<file path="src/rtl/uart_word_tx_if.sv">
// Word handshake between the processing core and the UART word transmitter.
// The core (master) presents words; the transmitter (slave) drives the line and status.
interface uart_word_tx_if;
   logic [15:0] data_in;
   logic        data_in_valid;
   logic        tx_done;
   logic        tx_serial;
   logic        tx_active;

   modport master (
      output data_in,
      output data_in_valid,
      input  tx_done,
      input  tx_serial,
      input  tx_active
   );

   modport slave (
      input  data_in,
      input  data_in_valid,
      output tx_done,
      output tx_serial,
      output tx_active
   );
endinterface

</file>
<file path="src/rtl/uart_word_tx.sv">
// Sends each accepted 16-bit word as two back-to-back 8N1 UART bytes.
// tx_done high means idle; its rising edge cues the core for the next word.
module uart_word_tx #(
   parameter int CLKS_PER_BIT   = 16,
   parameter bit LSB_BYTE_FIRST = 1'b1
) (
   input  logic          clk,
   input  logic          rstb,
   uart_word_tx_if.slave tx_if
);

   localparam int            CW     = $clog2(CLKS_PER_BIT + 1);
   localparam logic [CW-1:0] RELOAD = CW'(CLKS_PER_BIT - 1);

   typedef enum logic [1:0] {
      IDLE  = 2'd0,
      START = 2'd1,
      DATA  = 2'd2,
      STOP  = 2'd3
   } state_e;

   state_e        state_q, state_d;
   logic [CW-1:0] cnt_q, cnt_d;
   logic [2:0]    bit_q, bit_d;
   logic          byte_sel_q, byte_sel_d;
   logic [15:0]   hold_q, hold_d;
   logic          valid_prev_q;
   logic          tx_serial_q, tx_serial_d;
   logic          tx_done_q, tx_done_d;
   logic          tx_active_q, tx_active_d;

   logic          accept;
   logic          tick;
   logic [7:0]    cur_byte;

   // Only a fresh rising edge of valid, seen while idle, starts a word.
   assign accept = (state_q == IDLE) && tx_if.data_in_valid && !valid_prev_q;
   assign tick   = (cnt_q == '0);

   // State register and datapath
   always_ff @(posedge clk or negedge rstb) begin
      if (!rstb) begin
         state_q      <= IDLE;
         cnt_q        <= '0;
         bit_q        <= '0;
         byte_sel_q   <= 1'b0;
         hold_q       <= '0;
         valid_prev_q <= 1'b0;
         tx_serial_q  <= 1'b1;
         tx_done_q    <= 1'b0;
         tx_active_q  <= 1'b0;
      end else begin
         state_q      <= state_d;
         cnt_q        <= cnt_d;
         bit_q        <= bit_d;
         byte_sel_q   <= byte_sel_d;
         hold_q       <= hold_d;
         valid_prev_q <= tx_if.data_in_valid;
         tx_serial_q  <= tx_serial_d;
         tx_done_q    <= tx_done_d;
         tx_active_q  <= tx_active_d;
      end
   end

   // Next-state logic; every bit period is CLKS_PER_BIT cycles of the down-counter
   always_comb begin
      state_d    = state_q;
      cnt_d      = cnt_q;
      bit_d      = bit_q;
      byte_sel_d = byte_sel_q;
      hold_d     = hold_q;
      case (state_q)
         IDLE: begin
            if (accept) begin
               state_d    = START;
               cnt_d      = RELOAD;
               bit_d      = '0;
               byte_sel_d = 1'b0;
               hold_d     = tx_if.data_in;
            end
         end
         START: begin
            if (tick) begin
               state_d = DATA;
               cnt_d   = RELOAD;
               bit_d   = '0;
            end else begin
               cnt_d = cnt_q - CW'(1);
            end
         end
         DATA: begin
            if (tick) begin
               cnt_d = RELOAD;
               if (bit_q == 3'd7) state_d = STOP;
               else               bit_d   = bit_q + 3'd1;
            end else begin
               cnt_d = cnt_q - CW'(1);
            end
         end
         STOP: begin
            if (tick) begin
               if (!byte_sel_q) begin
                  state_d    = START;
                  byte_sel_d = 1'b1;
                  cnt_d      = RELOAD;
               end else begin
                  state_d = IDLE;
                  cnt_d   = '0;
               end
            end else begin
               cnt_d = cnt_q - CW'(1);
            end
         end
         default: state_d = IDLE;
      endcase
   end

   // Outputs are registered from the next state so the line never glitches.
   always_comb begin
      cur_byte    = (byte_sel_d == LSB_BYTE_FIRST) ? hold_d[15:8] : hold_d[7:0];
      tx_serial_d = 1'b1;
      tx_done_d   = 1'b0;
      tx_active_d = 1'b1;
      case (state_d)
         IDLE: begin
            tx_done_d   = 1'b1;
            tx_active_d = 1'b0;
         end
         START:   tx_serial_d = 1'b0;
         DATA:    tx_serial_d = cur_byte[bit_d];
         STOP:    tx_serial_d = 1'b1;
         default: tx_serial_d = 1'b1;
      endcase
   end

   assign tx_if.tx_serial = tx_serial_q;
   assign tx_if.tx_done   = tx_done_q;
   assign tx_if.tx_active = tx_active_q;

endmodule

</file>
<file path="src/flat_wrapper.sv">
// flat-port wrapper written by rule: the top's interface ports become plain ports
module uart_word_tx_flat 
#(
   parameter int CLKS_PER_BIT   = 16,
   parameter bit LSB_BYTE_FIRST = 1'b1
)
  (clk, rstb, tx_if_data_in, tx_if_data_in_valid, tx_if_tx_done, tx_if_tx_serial, tx_if_tx_active);
  uart_word_tx_if tx_if_i ();
  input  logic clk;
  input  logic rstb;
  input wire logic [$bits(tx_if_i.data_in)-1:0] tx_if_data_in;
  input wire logic [$bits(tx_if_i.data_in_valid)-1:0] tx_if_data_in_valid;
  output wire logic [$bits(tx_if_i.tx_done)-1:0] tx_if_tx_done;
  output wire logic [$bits(tx_if_i.tx_serial)-1:0] tx_if_tx_serial;
  output wire logic [$bits(tx_if_i.tx_active)-1:0] tx_if_tx_active;
  assign tx_if_i.data_in = tx_if_data_in;
  assign tx_if_i.data_in_valid = tx_if_data_in_valid;
  assign tx_if_tx_done = tx_if_i.tx_done;
  assign tx_if_tx_serial = tx_if_i.tx_serial;
  assign tx_if_tx_active = tx_if_i.tx_active;
  uart_word_tx #(.CLKS_PER_BIT(CLKS_PER_BIT), .LSB_BYTE_FIRST(LSB_BYTE_FIRST)) u_core (.clk(clk), .rstb(rstb), .tx_if(tx_if_i));
endmodule
</file>
<file path="config.mk">
export PLATFORM = sky130hd
export DESIGN_NAME = uart_word_tx_flat
export DESIGN_NICKNAME = d
export VERILOG_FILES = /design/src/rtl/uart_word_tx_if.sv /design/src/rtl/uart_word_tx.sv /design/src/flat_wrapper.sv
export SDC_FILE = /design/constraint.sdc
export NUM_CORES = 1
export LEC_CHECK = 0
export ABC_AREA = 0
export CORE_MARGIN = 2
export CORE_UTILIZATION = 54
export DETAILED_ROUTE_END_ITERATION = 10
export GPL_TIMING_DRIVEN = 0
export PLACE_DENSITY = 0.77
export RECOVER_POWER = 25
export SKIP_CTS_REPAIR_TIMING = 1
export SYNTH_ARGS = -nofsm -noshare
export SYNTH_HDL_FRONTEND = slang
export SYNTH_SLANG_ARGS = --single-unit
</file>
<file path="constraint.sdc">
create_clock -name clk -period 3.3 [get_ports clk]
set_input_delay 0.33 -clock clk [delete_from_list [all_inputs] [get_ports clk]]
set_output_delay 0.33 -clock clk [all_outputs]
set_load 0.03 [all_outputs]
</file>
Word level (Yosys, flattened, before mapping)
Index checks and enable logic that the tools add are counted.
Cells by class
  $add $sub $neg: 2
  $lt $le $gt $ge: 1
  eq/ne operators: 7
  mux-type cells: 28
  reduce and logical (&&, ||, !) cells: 7
Operators with widths (number)
  16-bit 2-to-1 mux: 2
  5-bit 2-to-1 mux: 3
  5-bit one-hot mux with 3 select lines: 1
  3-bit 2-to-1 mux: 4
  2-bit 2-to-1 mux: 5
  3-bit one-hot mux with 3 select lines: 1
  8-bit 2-to-1 mux: 1
  2-bit one-hot mux with 4 select lines: 1
  2-bit == test, second input constant: 3
  1-bit 2-to-1 mux: 6
  5-bit logical NOT: 1
  5-bit by 1-bit subtractor with 5-bit output, second input constant: 1
  2-bit by 1-bit == test with 1-bit output, second input constant: 2
  2-bit logical NOT: 2
  3-bit by 4-bit less-than comparator with 1-bit output, second input constant: 1
  4-bit 2-to-1 mux: 1
  1-bit one-hot mux with 2 select lines: 2
  3-bit by 1-bit adder with 3-bit output, second input constant: 1
  1-bit binary-select mux with 3-bit select: 1
  3-bit == test, second input constant: 1
  1-bit logical AND: 2
  2-bit by 1-bit != test with 1-bit output, second input constant: 1
  2-bit OR reduction: 1
  1-bit logical NOT: 1
Word-level totals
  flip-flop bits (word level): 31
  output and inout bits: 3
  logic and storage cells: 54

Logic depth before layout (Yosys ltp)
  depth in word-level cells: 9
  gate-level depth with buffers: 11
  mapped depth without buffers: 10

Worst setup path before layout
No wires, ideal clock.
  path type: register to register
  from: register u_core.state_q[1]
  to: register u_core.tx_serial_q (netlist: u_core.tx_if.tx_serial)
  library setup time: 0.088 ns
  arrival time: 2.525 ns
  data required time: 3.212 ns
  path slack: 0.687 ns
  stages on the path, launching flop included: 11
  buffers on the path: 1
  clock period less this slack: 2.613 ns
  path through: dfrtp_1 inv_1 ha_1 inv_1 nor2_2 buf_2 mux2_2 mux4_1 o22a_1 o311ai_1 a21oi_2
On the way
  longest elaborated chain between the ends: 9
RTL lines
  start, declared: line uart_word_tx.sv:22  | state_e state_q, state_d;
  start signal, assigned: line uart_word_tx.sv:53  | state_q <= state_d;
  2-bit logical NOT (*): line uart_word_tx.sv:37, uart_word_tx.sv:72
  1-bit logical AND (2 in a row): line uart_word_tx.sv:37  | assign accept = (state_q == IDLE) && tx_if.data_in_valid && !valid_prev_q;
  16-bit 2-to-1 mux: line uart_word_tx.sv:74  | if (accept) begin
  16-bit 2-to-1 mux (*): line uart_word_tx.sv:72  | case (state_q)
  named net u_core.hold_d[13]: line uart_word_tx.sv:26  | logic [15:0] hold_q, hold_d;
  8-bit 2-to-1 mux (*): line uart_word_tx.sv:120  | cur_byte = (byte_sel_d == LSB_BYTE_FIRST) ? hold_d[15:8] : hold_d[7:0];
  1-bit binary-select mux with 3-bit select (*): line uart_word_tx.sv:130  | DATA: tx_serial_d = cur_byte[bit_d];
  1-bit 2-to-1 mux (not written as such) (*): line uart_word_tx.sv:130
  1-bit one-hot mux with 2 select lines (*): line uart_word_tx.sv:124  | case (state_d)
  named net u_core.tx_serial_d: line uart_word_tx.sv:28  | logic tx_serial_q, tx_serial_d;
  end signal, assigned: line uart_word_tx.sv:59  | tx_serial_q <= tx_serial_d;
  end, declared: line uart_word_tx.sv:28
Mark *: on every way through the listed nets, which the timed path passes. The rest lies on a longest branch. The select of a mux whose other input is x is not followed.
A chain may end at the register's enable or synchronous reset.

Worst setup path after layout
Same ends and word-level chain as after synthesis.

==> metrics.md <==
| Metric | Value |
|---|---|
| Status | `complete, but fails checks` |
| Failing checks | `max-capacitance violations, max-slew violations` |
| Input/output buffers | `21` |
| EDFF count, synth | `0` |
| Period utilization | `0.9041` |
| Setup WS post-layout | `0.3165 ns` |
| Core region area | `2978 um2` |
| Pre-CTS setup slack | `0.1664 ns` |
| Synth area leaders | `dfrtp_1 46%, mux2_2 11%, mux4_1 4.8%` |
| Reg2reg start | `u_core.state_q[1]` |
| Leakage | `0.0009292 uW` |
| Worst-Skew Late Latency | `0.33 ns` |
| Critical Path Start Type | `register` |
| Finish-stage setup viols | `0` |
| Residual DRC | `0` |
| DR iter-0 viols | `34` |
| Largest net degree at the start of global routing | `32` |
| Max Clock Freq | `0.3352 GHz` |
| H-tree levels | `2` |
| CP Capture Point | `u_core.tx_if.tx_serial` |
| Gr usage total | `0.2097` |
| CP arrival | `3.24 ns` |
| PwrDens | `376.3 nW/um2` |
| Synth Register Bits | `31` |
| # clock sinks | `31` |
| Setup Skew | `0.004793 ns` |
| Fin nets | `189` |
| DP HPWL | `2.234 mm` |
| Die area | `3497 um2` |
| Commonest cells after routing, fill and taps aside | `30 x dfrtp_1, 19 x clkdlybuf4s50_1, 16 x mux2_2, 11 x inv_1, 9 x a21oi_1` |
| Width of the die | `59.14 um` |
| Maximum VDD drop | `0.2287 mV` |
| Share of the synthesized area in the top cell type | `0.4573` |
| Register area share after synthesis | `0.4733` |
| Worst reg2reg setup slack | `0.32 ns` |
| Crit end category | `register` |
| Synth Warn # | `0` |
| Mean area per synthesized cell | `12.07 um2` |
| Cells after Synth | `136` |
| Post-layout utilization of the core | `0.6580` |
| Final setup TNS | `0 ns` |
| Mapped Area | `1642 um2` |
| Worst path required time | `3.56 ns` |
| Pre-Repair DR Iteration Count | `4` |
| Final wirelength | `3.033 mm` |
| Synth unique cells | `41` |
| Area added between synthesis and finish | `19.36%` |
| Vias per cell | `5.909` |
| Via count | `1,170` |
| WHS | `0.3813 ns` |
| TritonCTS clock tree | `built` |
| Worst Max-Slew Pin Slew | `1.590 ns` |
| Antenna-violating nets left | `0` |
| CP max FO | `10` |
| Synth area leader | `dfrtp_1` |
| CTS Buf Count | `5` |
| RSZ-0062 raised after global routing | `no` |
| Initial antenna violation count | `0` |
| Die height | `59.14 um` |
| Gpl congestion | `0.8560` |
| Share of layout cells above drive strength 1 | `0.2364` |
| HP Class | `in -> async` |
| Crit path kind | `reg -> reg` |
| Hold Vio Cnt, Final | `0` |
| Asr flop ratio synth | `1.000` |
| Number of diodes | `0` |
| Remaining Overflow, GRT | `0` |
| Most common cell after layout, fill and taps aside | `dfrtp_1` |
| Global-route wire length before repair | `5.395 mm` |
| Root buf cell | `clkbuf_4` |
| R2R depth | `10` |
| Fin crit period | `2.984 ns` |
| Dominant synthesized flop cell | `dfrtp_1` |
| Worst Setup SP | `u_core.state_q[1]` |
| Vias in the first global route | `1,209` |
| Worst reg2reg endpoint | `u_core.tx_if.tx_serial` |
| # Max-Cap Violations | `1` |
| Worst slew margin | `-0.05972` |
| Clock Path Buffers | `2` |
| Standard-cell row count | `20` |
| Clk pin slew, worst setup/hold paths | `0.10 ns` |
| Final Max Tran Viols | `32` |
| Io pins | `22` |
| Syn Nets | `161` |
| Initial cell density of the core | `0.5513` |
| WL/cell | `15.32 um` |
where the power goes:
part | internal (uW) | switching (uW) | leakage (uW) | total, uW
clock network | 124 | 130 | 0.0000375 | 255
logic | 52.0 | 35.8 | 0.000506 | 87.9
registers | 392 | 3.07 | 0.000386 | 395
total | 568 | 169 | 0.000929 | 737
stage by stage:
stage          cells  power (uW)  cell area, um2
3_5_place_dp     190       492.9            1893
4_1_cts          198       752.4            1966
5_1_grt          198       774.8            1959
6_report         198       737.4            1959
3_3_place_gp     190       488.6            1893
2_1_floorplan    136       453.0            1642
area by class of cell:
class | instances | area [um2]
fillers | 244 | 1018
multi-input cells | 90 | 795.8
well taps | 33 | 41.29
plain buffers | 4 | 27.53
clock buffers | 7 | 65.06
flip-flops and latches | 31 | 777.0
clock inverters | 1 | 7.507
inverters | 11 | 41.29
repair buffers | 21 | 203.9
synth_stat cells, types with 2 or more instances:
cell,instances
a21bo_2,2
a21oi_1,9
a31oi_1,2
and3_1,2
buf_2,2
dfrtp_1,30
ha_1,6
inv_1,11
mux2_2,16
mux2i_1,3
mux4_1,3
nand2_1,6
nand3_1,5
nor2_1,5
o21ai_0,4
o22a_1,4
or3_1,2
logic make-up after synthesis:
kind of cell / Yosys count / synth area share
adder cells (fa/ha/maj): 6 / 0.04573
buffers and inverters: 15 / 0.04192
multiplexers: 22 / 0.1761
flip-flops: 31 / 0.4733
AND/OR/NAND/NOR: 28 / 0.09832
AO/OA/AOI/OAI: 34 / 0.1646
flip-flops by register name (all words and copies together), names as in the netlist:
name,count
u_core.bit_q,3
u_core.byte_sel_q,1
u_core.cnt_q,5
u_core.hold_q,16
u_core.state_q,2
u_core.tx_if.tx_active,1
u_core.tx_if.tx_done,1
u_core.tx_if.tx_serial,1
u_core.valid_prev_q,1
critical path, stage by stage (launching register included):
cell      delay, ns
dfrtp_1        0.44
inv_1          0.10
ha_1           0.30
inv_1          0.11
nor2_2         0.35
buf_2          0.32
mux2_2         0.38
mux4_1         0.49
o22a_1         0.23
o311ai_1       0.10
a21oi_2        0.09
metal layers:
| layer | GRT usage | wire length, um | up-vias |
|---|---|---|---|
| li1 | - | - | 556 |
| met5 | 0 | 0 | - |
| met3 | 0.06332 | 167 | 7 |
| met1 | 0.2639 | 1322 | 570 |
| met2 | 0.3333 | 1486 | 37 |
| met4 | 0.09416 | 57 | 0 |
how the worst min path moves through the flow:
stage | from | to | depth (start not counted)
final | rstb | u_core.cnt_q[1] | 1
after CTS | tx_if_data_in_valid | u_core.valid_prev_q | 1
after global routing | rstb | u_core.cnt_q[1] | 1
after detailed placement | u_core.hold_q[15] | u_core.hold_q[15] | 1
after global placement | u_core.hold_q[6] | u_core.hold_q[6] | 1
after floorplan | rstb | u_core.bit_q[0] | 0
Power figures use the tool's default switching activity.
